## src/rtl/rld.sv

```systemverilog
// Run-length decoder. Fetches {count, value} byte pairs from the shared DPSRAM
// over port A, expands each pair into count copies of value, and writes the
// packed plaintext back through the same port. Read and write never share a
// cycle; a full output word is always written before the next read.
module rld #(
    parameter int unsigned ADDR_W = 16
) (
    input  logic              clk,
    input  logic              nreset,
    input  logic              start,
    input  logic [31:0]       rle_addr,
    input  logic [31:0]       rle_size,
    input  logic [31:0]       message_addr,
    output logic [31:0]       message_size,
    output logic              done,
    output logic              port_A_clk,
    output logic [ADDR_W-1:0] port_A_addr,
    output logic              port_A_we,
    output logic [31:0]       port_A_data_in,
    input  logic [31:0]       port_A_data_out
);

    typedef enum logic [2:0] {
        StIdle,
        StRdReq,
        StRdWait,
        StParse,
        StExpand,
        StWr,
        StFlush,
        StDone
    } state_e;

    state_e state_q, state_d;

    // Next compressed word to fetch and next plaintext word to write.
    logic [ADDR_W-1:0] rd_addr_q, rd_addr_d;
    logic [ADDR_W-1:0] wr_addr_q, wr_addr_d;
    // Compressed bytes (whole pairs only) not yet pulled into the input buffer.
    logic [31:0]       fetch_left_q, fetch_left_d;

    // Input word buffer; lane 0 is always the next byte to consume.
    logic [31:0]       in_buf_q, in_buf_d;
    logic [2:0]        in_cnt_q, in_cnt_d;

    // Pair being parsed and the run currently being expanded.
    logic              have_count_q, have_count_d;
    logic [7:0]        count_q, count_d;
    logic [7:0]        value_q, value_d;
    logic [7:0]        run_q, run_d;

    // Output word under assembly.
    logic [31:0]       out_buf_q, out_buf_d;
    logic [2:0]        out_lanes_q, out_lanes_d;

    logic [31:0]       msize_q, msize_d;
    logic              done_q, done_d;

    // Port A drive registers.
    logic [ADDR_W-1:0] addr_q, addr_d;
    logic              we_q, we_d;
    logic [31:0]       wdata_q, wdata_d;

    // Scratch values for the next-state logic.
    logic [2:0]        lanes;
    state_e            resume_st;

    // Only the addressable, word-aligned address bits and whole pairs are used.
    logic unused_inputs;
    assign unused_inputs = ^{rle_addr[31:ADDR_W], rle_addr[1:0],
                             message_addr[31:ADDR_W], message_addr[1:0], rle_size[0]};

    assign port_A_clk     = clk;
    assign port_A_addr    = addr_q;
    assign port_A_we      = we_q;
    assign port_A_data_in = wdata_q;
    assign message_size   = msize_q;
    assign done           = done_q;

    // Next-state, datapath and port lookahead.
    always_comb begin
        state_d      = state_q;
        rd_addr_d    = rd_addr_q;
        wr_addr_d    = wr_addr_q;
        fetch_left_d = fetch_left_q;
        in_buf_d     = in_buf_q;
        in_cnt_d     = in_cnt_q;
        have_count_d = have_count_q;
        count_d      = count_q;
        value_d      = value_q;
        run_d        = run_q;
        out_buf_d    = out_buf_q;
        out_lanes_d  = out_lanes_q;
        msize_d      = msize_q;
        lanes        = 3'd0;

        // Where to go once a run ends with no full word pending.
        if (in_cnt_q != 3'd0) begin
            resume_st = StParse;
        end else if (fetch_left_q != 32'd0) begin
            resume_st = StRdReq;
        end else begin
            resume_st = StFlush;
        end

        unique case (state_q)
            StIdle, StDone: begin
                if (start) begin
                    rd_addr_d    = {rle_addr[ADDR_W-1:2], 2'b00};
                    wr_addr_d    = {message_addr[ADDR_W-1:2], 2'b00};
                    fetch_left_d = {rle_size[31:1], 1'b0};
                    in_buf_d     = 32'd0;
                    in_cnt_d     = 3'd0;
                    have_count_d = 1'b0;
                    count_d      = 8'd0;
                    value_d      = 8'd0;
                    run_d        = 8'd0;
                    out_buf_d    = 32'd0;
                    out_lanes_d  = 3'd0;
                    msize_d      = 32'd0;
                    state_d      = (rle_size < 32'd2) ? StDone : StRdReq;
                end
            end

            StRdReq: begin
                state_d = StRdWait;
            end

            StRdWait: begin
                lanes        = (fetch_left_q >= 32'd4) ? 3'd4 : fetch_left_q[2:0];
                in_buf_d     = port_A_data_out;
                in_cnt_d     = lanes;
                fetch_left_d = fetch_left_q - 32'(lanes);
                rd_addr_d    = rd_addr_q + ADDR_W'(4);
                state_d      = StParse;
            end

            StParse: begin
                if (in_cnt_q == 3'd0) begin
                    state_d = (fetch_left_q == 32'd0) ? StFlush : StRdReq;
                end else begin
                    in_buf_d = {8'h00, in_buf_q[31:8]};
                    in_cnt_d = in_cnt_q - 3'd1;
                    if (!have_count_q) begin
                        count_d      = in_buf_q[7:0];
                        have_count_d = 1'b1;
                    end else begin
                        value_d      = in_buf_q[7:0];
                        have_count_d = 1'b0;
                        // A zero-count pair produces nothing; keep parsing.
                        if (count_q != 8'd0) begin
                            run_d   = count_q;
                            state_d = StExpand;
                        end
                    end
                end
            end

            StExpand: begin
                out_buf_d[{out_lanes_q[1:0], 3'b000} +: 8] = value_q;
                out_lanes_d = out_lanes_q + 3'd1;
                run_d       = run_q - 8'd1;
                msize_d     = msize_q + 32'd1;
                if (out_lanes_q == 3'd3) begin
                    state_d = StWr;
                end else if (run_q == 8'd1) begin
                    state_d = resume_st;
                end
            end

            StWr: begin
                wr_addr_d   = wr_addr_q + ADDR_W'(4);
                out_buf_d   = 32'd0;
                out_lanes_d = 3'd0;
                state_d     = (run_q != 8'd0) ? StExpand : resume_st;
            end

            StFlush: begin
                out_buf_d   = 32'd0;
                out_lanes_d = 3'd0;
                state_d     = StDone;
            end

            default: begin
                state_d = StIdle;
            end
        endcase
    end

    // Port A is registered: compute what the port must show in the next state.
    always_comb begin
        addr_d  = '0;
        we_d    = 1'b0;
        wdata_d = 32'd0;
        done_d  = (state_d == StDone);
        if (state_d == StRdReq) begin
            addr_d = rd_addr_d;
        end else if ((state_d == StWr) || ((state_d == StFlush) && (out_lanes_d != 3'd0))) begin
            addr_d  = wr_addr_d;
            we_d    = 1'b1;
            wdata_d = out_buf_d;
        end
    end

    // State and datapath registers with asynchronous active-low reset.
    always_ff @(posedge clk or negedge nreset) begin
        if (!nreset) begin
            state_q      <= StIdle;
            rd_addr_q    <= '0;
            wr_addr_q    <= '0;
            fetch_left_q <= 32'd0;
            in_buf_q     <= 32'd0;
            in_cnt_q     <= 3'd0;
            have_count_q <= 1'b0;
            count_q      <= 8'd0;
            value_q      <= 8'd0;
            run_q        <= 8'd0;
            out_buf_q    <= 32'd0;
            out_lanes_q  <= 3'd0;
            msize_q      <= 32'd0;
            done_q       <= 1'b0;
            addr_q       <= '0;
            we_q         <= 1'b0;
            wdata_q      <= 32'd0;
        end else begin
            state_q      <= state_d;
            rd_addr_q    <= rd_addr_d;
            wr_addr_q    <= wr_addr_d;
            fetch_left_q <= fetch_left_d;
            in_buf_q     <= in_buf_d;
            in_cnt_q     <= in_cnt_d;
            have_count_q <= have_count_d;
            count_q      <= count_d;
            value_q      <= value_d;
            run_q        <= run_d;
            out_buf_q    <= out_buf_d;
            out_lanes_q  <= out_lanes_d;
            msize_q      <= msize_d;
            done_q       <= done_d;
            addr_q       <= addr_d;
            we_q         <= we_d;
            wdata_q      <= wdata_d;
        end
    end

endmodule

```

## config.mk

```make
export PLATFORM = sky130hd
export DESIGN_NAME = rld
export DESIGN_NICKNAME = d
export VERILOG_FILES = /design/src/rtl/rld.sv
export SDC_FILE = /design/constraint.sdc
export NUM_CORES = 1
export LEC_CHECK = 0
export BUFFER_PORTS_ARGS = -buffer_cell sky130_fd_sc_hd__buf_2
export CAP_MARGIN = 30
export CORE_AREA = 8 8 162 241
export DETAILED_ROUTE_END_ITERATION = 8
export DIE_AREA = 0 0 170 249
export GPL_TIMING_DRIVEN = 0
export PLACE_DENSITY_LB_ADDON = 0.15
export SLEW_MARGIN = 20
export SYNTH_ARGS = -nofsm -noshare
export SYNTH_HDL_FRONTEND = slang
export SYNTH_SLANG_ARGS = --single-unit
```

## constraint.sdc

```tcl
create_clock -name clk -period 3.15 [get_ports clk]
set_clock_uncertainty 0.1 [all_clocks]
set_input_delay 0.63 -clock clk [delete_from_list [all_inputs] [get_ports clk]]
set_output_delay 0.63 -clock clk [all_outputs]
set_load 0.1 [all_outputs]
```

==> load_flow_metrics.sql <==
INSERT INTO impl_metrics (metric_group, metric, value, unit) VALUES
('detailed_routing', 'drt-initial-drc-count', '754', ''),
('clocking', 'clock_latency', '660', 'ps'),
('critical_path', 'worstPathMaxFanout', '7', ''),
('power', 'vdd.ir_drop.worst', '485', 'µV'),
('placement', 'gp_congestion', '0.909', ''),
('power', 'power-per-cell-area', '1090', 'nW/µm²'),
('synth', 'post_synth_num_cell_types', '77', ''),
('final_layout', 'antennaDiodeCount', '0', ''),
('synth', 'synth_top_cells_by_count', 'dfrtp_1, nand2_1, nor2_1', ''),
('detailed_routing', 'dr_vias', '10900', ''),
('grt', 'grt_start_max_net_pins', '83', ''),
('synth', 'synth.most_common_cell', 'dfrtp_1', ''),
('status', 'outcome', 'completed', ''),
('final_layout', 'drive_gt1_frac', '0.224', ''),
('synth', 'synth-warning-count', '0', ''),
('clocking', 'clk_transition_reported_paths', '70', 'ps'),
('detailed_routing', 'drt.antenna.violating_nets', '0', ''),
('placement', 'placedInstanceArea', '13900', 'µm²'),
('timing', 'finalSetupViolations', '0', ''),
('timing', 'rsz0062_at_grt', 'true', ''),
('final_layout', 'final_cell_count_no_fill', '1984', ''),
('final_layout', 'postLayoutCellArea', '15300', 'µm²'),
('detailed_routing', 'detailedRoute.firstPassIterationCount', '7', ''),
('die', 'design.die.area', '42300', 'µm²'),
('detailed_routing', 'totalWireLength', '41100', 'µm'),
('synth', 'ys_async_sr_fraction', '1.00', ''),
('timing', 'fmaxAchievable', '319', 'MHz'),
('die', 'io-pin-count', '214', ''),
('grt', 'grt_pass1_vias', '11400', ''),
('detailed_routing', 'drt-wirelength-per-cell', '20.7', 'µm'),
('synth', 'syn_area', '12300', 'µm²'),
('grt', 'globalRouteOverflowTotal', '0', ''),
('placement', 'io_buffer_count', '175', ''),
('critical_path', 'worst-setup-path-type', 'reg -> reg', ''),
('die', 'floorplan.initialDensity', '0.346', ''),
('power', 'leakagePower', '6.95', 'nW'),
('synth', 'synth-seq-cells', '244', ''),
('timing', 'final_hold_viol_count', '0', ''),
('synth', 'share_of_the_synthesized_area_in_the_top_cell_type', '0.497', ''),
('grt', 'globalRouteTotalUtil', '0.193', ''),
('critical_path', 'timing.critical_path.from_type', 'register', ''),
('critical_path', 'critical_path_arrival', '3590', 'ps'),
('critical_path', 'regToRegSetupSlack', '10', 'ps'),
('timing', 'layout_min_cycle_time', '3140', 'ps'),
('detailed_routing', 'route.detailed.vias_per_inst', '5.51', ''),
('critical_path', 'critPathRequiredTime', '3600', 'ps'),
('clocking', 'cts_tree', 'done', ''),
('die', 'design.core.area', '35500', 'µm²'),
('die', 'die_w', '170', 'µm'),
('final_layout', 'final_net_count', '1633', ''),
('timing', 'final-max-slew-violation-count', '0', ''),
('flow_run', 'drv_cap', '0', ''),
('die', 'std_cell_rows', '85', ''),
('min_path', 'hold_class', 'in -> reg', ''),
('synth', 'ys_dominant_reg_cell', 'dfrtp_1', ''),
('timing', 'slew_headroom', '0.374', ''),
('synth', 'synth_enable_flop_cells', '0', ''),
('synth', 'syn-mean-instance-area', '9.70', 'µm²'),
('synth', 'synthesis.instances', '1266', ''),
('final_layout', 'utilization', '0.430', ''),
('die', 'die_h', '249', 'µm'),
('synth', 'yosys.area.top_type', 'dfrtp_1', ''),
('synth', 'ys_top_cells_by_area', 'dfrtp_1, o21ai_0, nand2_1', ''),
('timing', 'final_min_period_over_clock_period', '0.996', ''),
('detailed_routing', 'drc', '0', ''),
('placement', 'hpwlAfterDp', '30400', 'µm'),
('final_layout', 'layout-area-overhead-vs-synth', '24.4', '%'),
('synth', 'mappedNetlistNets', '1412', ''),
('timing', 'slew_at_the_pin_closest_to_its_max_slew_limit', '932', 'ps'),
('grt', 'grt_antenna_before_repair', '0', ''),
('critical_path', 'endpoint_kind', 'register', ''),
('grt', 'grt_first_pass_wirelength', '65000', 'µm'),
('placement', 'dp_cells', '1924', ''),
('synth', 'sequential_cell_area_fraction_in_the_yosys_report', '0.497', '');
cells by family (layout without fill, tap and decap cells):
kind of cell	count (synthesis)	after routing	synth area share
other	1	1	0.000305
muxes	47	47	0.0397
xor gates and xnor gates	6	6	0.00428
and+or+nand+nor	447	447	0.184
buffers and inverters	130	370	0.0418
DFF	244	244	0.497
adders and majority gates	15	15	0.0153
AOI/OAI and AO/OA	376	376	0.218
critical path, cell delays in order, from the launching register on:
cell and delay [ps]:
dfrtp_2 450, or4_4 550, or4_4 600, or3_4 380, a211oi_4 250, mux2i_4 140
buf_6 160, buf_12 140, o32ai_4 240
metal layers:
metal	vias up	GRT usage	wire (µm)
met2	305	0.345	21300
met1	5350	0.224	16500
met4	0	0.0880	1550
met3	84	0.0244	1750
li1	5202	-	-
met5	-	0	0
final timing paths:
check                              endpoint             from  cells after the start
setup / recovery             port_A_addr[5]  fetch_left_q[9]                      8
hold / removal             fetch_left_q[15]     rle_size[15]                      2
setup reg to reg             port_A_addr[5]  fetch_left_q[9]                      8
hold reg to reg               out_buf_q[11]    out_buf_q[11]                      2
max in group asynchronous      in_buf_q[17]           nreset                      4
min in group asynchronous  message_size[28]           nreset                      2
flip-flops by register name (all words and copies together), names as in the netlist:
register / flops
value_q: 8
message_size: 32
count_q: 8
run_q: 8
port_A_we: 1
out_buf_q: 32
rd_addr_q: 16
state_q: 3
fetch_left_q: 32
port_A_addr: 16
out_lanes_q: 3
port_A_data_in: 32
have_count_q: 1
wr_addr_q: 16
in_buf_q: 32
in_cnt_q: 3
done: 1
placed cells by master, fill, tap and decap left out, types with 12 or more instances in the layout:
cell       count
o211ai_1      12
nor4_1        20
clkbuf_1      46
nor3b_1       24
nor2_1       102
buf_4         15
a221oi_1      26
o22ai_1       14
nand3_1       39
clkbuf_2      25
nand2_1      117
nand4_1       22
a22o_1        39
inv_1         41
or3_1         12
o221ai_1      12
and3_1        18
o31ai_1       14
clkbuf_16     30
a21oi_1       37
nor3_1        28
buf_2        177
a221o_1       17
o21ai_0       92
dfrtp_1      239
mux2i_1       42
ha_1          14
per-stage QoR:
step / hold slack [ps] / TNS, ps / setup slack, ps / total power [mW]
after floorplan: 234 / 0 / 176 / 10.1
after global routing: 89.1 / -746 / -73.5 / 17.8
final: 96.3 / 0 / 12.2 / 16.7
after global placement: 339 / -885590 / -3320 / 12.4
after CTS: 72.8 / -33.2 / -18.8 / 16.4
after detailed placement: 346 / -72290 / -1160 / 12.5
what timing repair did:
| item | CTS | global route |
|---|---|---|
| hold buffers | 1 | 0 |
| endpoints found under the hold margin | 20 | 0 |
| buffers inserted | 8 | 5 |
| pin swaps | 3 | 6 |
| endpoints found under the setup margin | 148 | 115 |
| resized for setup | 47 | 62 |
| cloned | 0 | 0 |
cell type report:
type / count / area [µm²]
Buffer: 81 / 387
Tap cell: 478 / 598
Timing Repair Buffer: 194 / 1100
Clock inverter: 8 / 90.1
Sequential cell: 244 / 6110
Fill cell: 3572 / 20200
Inverter: 44 / 169
Multi-Input combinational cell: 892 / 5960
Clock buffer: 43 / 861
report_power, final:
part,switching (mW),total [mW],leakage [nW],internal (mW)
Sequential,0.847,4.86,3.22,4.01
Clock,1.43,3.48,0.480,2.05
Combinational,5.59,8.38,3.25,2.78
Total,7.87,16.7,6.95,8.85
(Power assumes the default switching activity.)
